$ cat config.mk
export PLATFORM = sky130hd
export DESIGN_NAME = cdm_msgld_req_arbiter
export DESIGN_NICKNAME = d
export VERILOG_FILES = /design/src/rtl/cdm_msgld_req_arbiter.sv
export SDC_FILE = /design/constraint.sdc
export NUM_CORES = 1
export LEC_CHECK = 0
export ABC_AREA = 1
export CORE_AREA = 2 2 368 370
export CTS_CLUSTER_DIAMETER = 50
export DETAILED_ROUTE_END_ITERATION = 6
export DIE_AREA = 0 0 370 372
export SLEW_MARGIN = 0
export SYNTH_ARGS = -nofsm -noshare
export SYNTH_HDL_FRONTEND = slang
export SYNTH_SLANG_ARGS = --single-unit
export TNS_END_PERCENT = 30
$ cat constraint.sdc
create_clock -name user_clk -period 4.95 [get_ports user_clk]
set_input_delay 0.7425 -clock user_clk [delete_from_list [all_inputs] [get_ports user_clk]]
set_output_delay 0.7425 -clock user_clk [all_outputs]
set_load 0.01 [all_outputs]
$ cat src/rtl/cdm_msgld_req_arbiter.sv
// cdm_msgld_req_arbiter: round-robin share of one CDM MSGLD request channel among NUM_REQ
// requesters, with per-requester outstanding tracking and cookie-based response routing.
// Optional statistics counters (grant_cnt, stall_cnt) are built when CDM_MSGLD_ARB_STATS_EN
// is defined.
module cdm_msgld_req_arbiter #(
    parameter int unsigned NUM_REQ    = 4,
    parameter int unsigned MAX_OUTS   = 8,
    parameter int unsigned DAT_W      = 256,
    parameter logic [3:0]  COOKIE_TAG = 4'hA,
    parameter int unsigned TCQ        = 1
) (
    input  logic                  user_clk,
    input  logic                  user_reset,
    input  logic                  en,
    input  logic [NUM_REQ-1:0]    req_vld,
    output logic [NUM_REQ-1:0]    req_rdy,
    input  logic [NUM_REQ*64-1:0] req_addr,
    input  logic [NUM_REQ*9-1:0]  req_len,
    output logic                  msgld_vld,
    input  logic                  msgld_rdy,
    output logic [63:0]           msgld_addr,
    output logic [8:0]            msgld_len,
    output logic [11:0]           msgld_cookie,
    input  logic                  rsp_vld,
    output logic                  rsp_rdy,
    input  logic [11:0]           rsp_cookie,
    input  logic [DAT_W-1:0]      rsp_data,
    output logic [NUM_REQ-1:0]    cl_rsp_vld,
    input  logic [NUM_REQ-1:0]    cl_rsp_rdy,
    output logic [DAT_W-1:0]      cl_rsp_data,
    output logic [NUM_REQ*8-1:0]  outs_cnt,
    output logic                  cookie_err
`ifdef CDM_MSGLD_ARB_STATS_EN
    ,
    output logic [31:0]           grant_cnt,
    output logic [31:0]           stall_cnt
`endif
);

    localparam int unsigned PTR_W      = (NUM_REQ > 1) ? $clog2(NUM_REQ) : 1;
    localparam logic [7:0]  MAX_OUTS_B = 8'(MAX_OUTS);

    logic [PTR_W-1:0]     rr_ptr_q, rr_ptr_d;
    logic [7:0]           cnt_q [NUM_REQ];
    logic [7:0]           cnt_d [NUM_REQ];
    logic [NUM_REQ-1:0]   eligible;
    logic [2*NUM_REQ-1:0] elig_rot;
    logic                 stage_load;
    logic                 grant_vld;
    logic [3:0]           grant_idx;
    logic [63:0]          sel_addr;
    logic [8:0]           sel_len;
    logic [3:0]           rsp_idx;
    logic                 tag_ok;
    logic [NUM_REQ-1:0]   rsp_hit;
    logic                 rsp_ok;
    logic [31:0]          unused_tcq;
    logic                 unused_cookie_lsb;

    assign unused_tcq        = TCQ;
    assign unused_cookie_lsb = ^rsp_cookie[3:0];

    // Round-robin grant: rotate the eligible vector so the pointer sits at bit 0, take the
    // lowest set bit, and map the offset back to a requester index.
    always_comb begin
        int unsigned s;
        stage_load = !msgld_vld || msgld_rdy;
        for (int i = 0; i < NUM_REQ; i++) begin
            eligible[i] = req_vld[i] && (cnt_q[i] < MAX_OUTS_B) && en;
        end
        elig_rot  = {eligible, eligible} >> rr_ptr_q;
        grant_vld = 1'b0;
        grant_idx = '0;
        rr_ptr_d  = rr_ptr_q;
        s         = 0;
        for (int i = 0; i < NUM_REQ; i++) begin
            if (stage_load && !grant_vld && elig_rot[i]) begin
                grant_vld = 1'b1;
                s         = 32'(rr_ptr_q) + 32'(i);
                if (s >= NUM_REQ) s = s - NUM_REQ;
                grant_idx = 4'(s);
                rr_ptr_d  = (s + 1 >= NUM_REQ) ? '0 : PTR_W'(s + 1);
            end
        end
        req_rdy  = '0;
        sel_addr = '0;
        sel_len  = '0;
        for (int i = 0; i < NUM_REQ; i++) begin
            if (grant_vld && grant_idx == 4'(i)) begin
                req_rdy[i] = 1'b1;
                sel_addr   = req_addr[i*64 +: 64];
                sel_len    = req_len[i*9 +: 9];
            end
        end
    end

    // Response decode and pass-through; undecodable beats are acked and dropped.
    always_comb begin
        rsp_idx = rsp_cookie[7:4];
        tag_ok  = (rsp_cookie[11:8] == COOKIE_TAG);
        for (int i = 0; i < NUM_REQ; i++) begin
            rsp_hit[i] = (rsp_idx == 4'(i)) && (cnt_q[i] != 8'd0);
        end
        rsp_ok      = tag_ok && (|rsp_hit);
        cl_rsp_vld  = (rsp_vld && rsp_ok) ? rsp_hit : '0;
        rsp_rdy     = rsp_ok ? |(rsp_hit & cl_rsp_rdy) : 1'b1;
        cl_rsp_data = rsp_data;
    end

    // Outstanding counters: +1 on grant, -1 on routed response handshake.
    always_comb begin
        for (int i = 0; i < NUM_REQ; i++) begin
            cnt_d[i] = cnt_q[i];
            unique case ({req_rdy[i], cl_rsp_vld[i] && cl_rsp_rdy[i]})
                2'b10:   cnt_d[i] = cnt_q[i] + 8'd1;
                2'b01:   cnt_d[i] = cnt_q[i] - 8'd1;
                default: cnt_d[i] = cnt_q[i];
            endcase
            outs_cnt[i*8 +: 8] = cnt_q[i];
        end
    end

    // State registers: pointer, counters, output stage and sticky error.
    always_ff @(posedge user_clk) begin
        if (user_reset) begin
            rr_ptr_q     <= '0;
            msgld_vld    <= 1'b0;
            msgld_addr   <= '0;
            msgld_len    <= '0;
            msgld_cookie <= '0;
            cookie_err   <= 1'b0;
            for (int i = 0; i < NUM_REQ; i++) cnt_q[i] <= '0;
        end else begin
            rr_ptr_q <= rr_ptr_d;
            for (int i = 0; i < NUM_REQ; i++) cnt_q[i] <= cnt_d[i];
            if (grant_vld) begin
                msgld_vld    <= 1'b1;
                msgld_addr   <= sel_addr;
                msgld_len    <= sel_len;
                msgld_cookie <= {COOKIE_TAG, grant_idx, 4'h1};
            end else if (msgld_rdy) begin
                msgld_vld <= 1'b0;
            end
            if (rsp_vld && !rsp_ok) cookie_err <= 1'b1;
        end
    end

`ifdef CDM_MSGLD_ARB_STATS_EN
    logic stall_now;

    // A stall cycle: some requester wants to issue but only its outstanding limit stops it.
    always_comb begin
        stall_now = 1'b0;
        for (int i = 0; i < NUM_REQ; i++) begin
            if (req_vld[i] && en && cnt_q[i] == MAX_OUTS_B) stall_now = 1'b1;
        end
    end

    // Handshake counter wraps; stall counter saturates.
    always_ff @(posedge user_clk) begin
        if (user_reset) begin
            grant_cnt <= '0;
            stall_cnt <= '0;
        end else begin
            if (msgld_vld && msgld_rdy) grant_cnt <= grant_cnt + 32'd1;
            if (stall_now && stall_cnt != 32'hFFFF_FFFF) stall_cnt <= stall_cnt + 32'd1;
        end
    end
`endif

endmodule

==> flow_summary_export.csv <==
group,metric,value,unit
sta,rsz0062_at_grt,"false",
die,io_pins,957,
synth,synth_top_area_frac,0.229,
die,fp.dieW,370,um
clock_network,clock-sinks,114,
critical_path,r2r_slack,630,ps
synth,yosysUniqueCellTypes,40,
finish,nNetsFinal,2332,
job,maxCapViolCount,0,
synth,synth_common_cells,"314 x nand2_1, 269 x buf_4, 222 x nor2_1",
routing,drt_pre_antenna_iters,5,
critical_path,path_max_fanout,36,
critical_path,r2r-end,"cnt_q[3][7]",
routing,routed.top_layer,"met5",
finish,layout-drive-gt1-share,0.0624,
pwr,swShare,0.553,
sta,worst_slack,212,ps
status,status,"complete, no violations",
synth,synth_area_leaders,"dfxtp_1 23%, buf_4 20%, nand2_1 12%",
die,num_rows,135,
synth,synth_most_common_cell,"nand2_1",
hold_path,hold_path_startpoint,"msgld_cookie[5]",
clock_network,clock_latency,500,ps
pwr,power.share.clock,0.135,
routing,num_vias,10800,
synth,yosysTopAreaCell,"dfxtp_1",
synth,yosysSeqAreaShare,0.229,
critical_path,start_kind,"primary input",
global_route,track_usage,0.0993,
routing,drc,0,
sta,tightest_slew,892,ps
pwr,internal-power,4.68,mW
global_route,antenna_found_initial,19,
finish,post-route-util,0.113,
synth,synthCells,1552,
sta,hold_viol,0,
synth,synth_warnings,0,
synth,synth_area,0.00998,mm^2
clock_network,cts_setup_buffers,0,
die,dieHeight,372,um
sta,min_period_over_period,0.957,
global_route,grt_pass1_wl,88.9,mm
routing,met2_length,30.0,mm
critical_path,required,4210,ps
finish,multi_input_area,0.00498,mm^2
hold_path,hold_class,"register to register",
critical_path,endpoint_kind,"output port",
clock_network,cts-root-buf,"clkbuf_16",
routing,wirelength,71.2,mm
clock_network,htree_levels,4,
placed_design,port_buffers,435,
finish,seqCellArea,0.00228,mm^2
clock_network,clkSlewWorstSetupHoldPaths,70,ps
critical_path,rr_startpoint,"rr_ptr_q[0]",
clock_network,clk_path_buf_depth,2,
pwr,p_switching,5.79,mW
die,dieArea,0.138,mm^2
pwr,power_leakage,5.91,nW
global_route,grt-ovfl-total,0,
sta,setup_violations,0,
routing,antenna_left,0,
synth,syn_area_per_cell,6.43,um^2
global_route,grt_start_max_net_pins,74,
sta,fin_skew,17.2,ps
sta,slew_viol_final,0,
routing,avgViaCountPerCell,3.07,
synth,ys.flop_type,"dfxtp_1",
placed_design,place_area,0.0146,mm^2
critical_path,crit_type,"primary input to output port",
die,initial_core_util,0.0743,
pwr,p_per_area,688,mW/mm^2
routing,drt-met1-wl,24.8,mm
sta,max-slew-margin-rel,0.403,
synth,synth-seq-cells,114,
placed_design,gp_congestion,0.881,
hold_path,hold_depth,2,
finish,design_area,0.0152,mm^2
pwr,vdd_drop_max,0.000842,V
routing,dr_wl_met3,13.8,mm
routing,post_drt_wl_per_cell,20.3,um
sta,finalCriticalPeriod,4740,ps
pwr,seqPwrFrac,0.140,
critical_path,cp_data_arrival_time,4000,ps
clock_network,tritoncts,"done",
finish,fill_cells,15600,
die,coreArea,0.134,mm^2
placed_design,place_ws,-143,ps
finish,syn_to_final_growth,52.5,%
global_route,grt_pass1_vias,10000,
sta,max_freq,0.211,GHz
pwr,p_comb_frac,0.725,
placed_design,place_hpwl,59.9,mm
hold_path,worstHoldEndpoint,"msgld_cookie[5]",
routing,initialDrtViolationCount,693,
critical_path,rr_worst_depth,25,
synth,synthArstFlopShare,0,
clock_network,cts_inserted_buffers,17,
synth,synth_edf_count,0,
[worst max path at each step]
| stage | start | to | slack (ps) |
|---|---|---|---|
| 3_5_place_dp | en | cnt_q[3][7] | -140 |
| 4_1_cts | en | req_rdy[1] | 20 |
| 3_3_place_gp | en | cnt_q[2][7] | -20 |
| 5_1_grt | en | cnt_q[3][7] | 20 |
| 2_1_floorplan | req_vld[3] | cnt_q[0][7] | 820 |
| 6_report | en | req_rdy[2] | 210 |
[flip-flops by register name, indices dropped and copies added, names as in the netlist]
signal        cells
msgld_cookie      5
msgld_len         9
cnt_q            32
msgld_addr       64
cookie_err        1
rr_ptr_q          2
msgld_vld         1
[cells in the final DEF (no fill, tap or decap), types with 17 or more instances in the layout]
| cell | n |
|---|---|
| a21oi_1 | 47 |
| clkdlybuf4s50_1 | 434 |
| o21ai_0 | 115 |
| buf_4 | 38 |
| nand4_1 | 21 |
| nand3_1 | 182 |
| dfxtp_1 | 114 |
| ha_1 | 36 |
| nand2_1 | 313 |
| xor2_1 | 17 |
| inv_1 | 89 |
| nor2_1 | 220 |
| clkbuf_16 | 17 |
[routing by layer]
| metal | vias up | global-route usage |
|---|---|---|
| li1 | 5057 | - |
| met1 | 4826 | 0.0975 |
| met2 | 771 | 0.146 |
| met3 | 132 | 0.0878 |
| met4 | 12 | 0.0445 |
| met5 | - | 0 |
[worst max-delay path, cell delays in order]
cell and delay (ps):
clkdlybuf4s50_1 530, nand2_1 250, inv_2 130, nand4_1 90
nand2_1 70, nand2_1 80, nand2_1 120, nand2_2 100
nand3_4 170, nor2_1 80, nand2_1 90, nand4_1 260
nor3_4 230, buf_6 360, clkdlybuf4s50_1 630
[final cells by class]
class | count | area share
multi-input cells | 1008 | 0.327
repair buffers | 478 | 0.310
flip-flops and latches | 114 | 0.150
well taps | 1781 | 0.146
clock buffers | 23 | 0.0320
inverters | 100 | 0.0256
clock inverters | 8 | 0.00830
diodes | 5 | 0.000822
[cells by family after synthesis]
kind of cell / count (synthesis) / share of synthesized area
other cells: 1 / 0.000376
flops: 114 / 0.229
compound gates: 174 / 0.0905
buf+inv: 434 / 0.276
simple gates: 769 / 0.334
xor+xnor: 20 / 0.0175
fa+ha+maj: 40 / 0.0531
[power groups by stage]
stage / Combinational [mW] / Clock, mW / Sequential [mW]
3_3_place_gp: 7.62 / 0 / 1.48
5_1_grt: 8.40 / 1.53 / 1.51
3_5_place_dp: 7.66 / 0 / 1.49
2_1_floorplan: 4.50 / 0 / 1.58
6_report: 7.60 / 1.41 / 1.47
4_1_cts: 7.69 / 1.51 / 1.47
[stage by stage]
stage | power (mW) | cells | setup TNS (ps) | hold WS [ps]
after detailed placement | 9.14 | 3481 | -310 | 462
final | 10.5 | 3517 | 0 | 469
after global routing | 11.4 | 3512 | 0 | 495
after global placement | 9.10 | 3481 | -20.7 | 459
after CTS | 10.7 | 3512 | 0 | 471
after floorplan | 6.08 | 1556 | 0 | 483
[repair_timing]
item | 4_1_cts | 5_1_grt
setup endpoints to repair | 0 | 4
resized for setup | 0 | 3
hold buffers | 0 | 0
No activity file was read; power rests on OpenSTA's default activity.
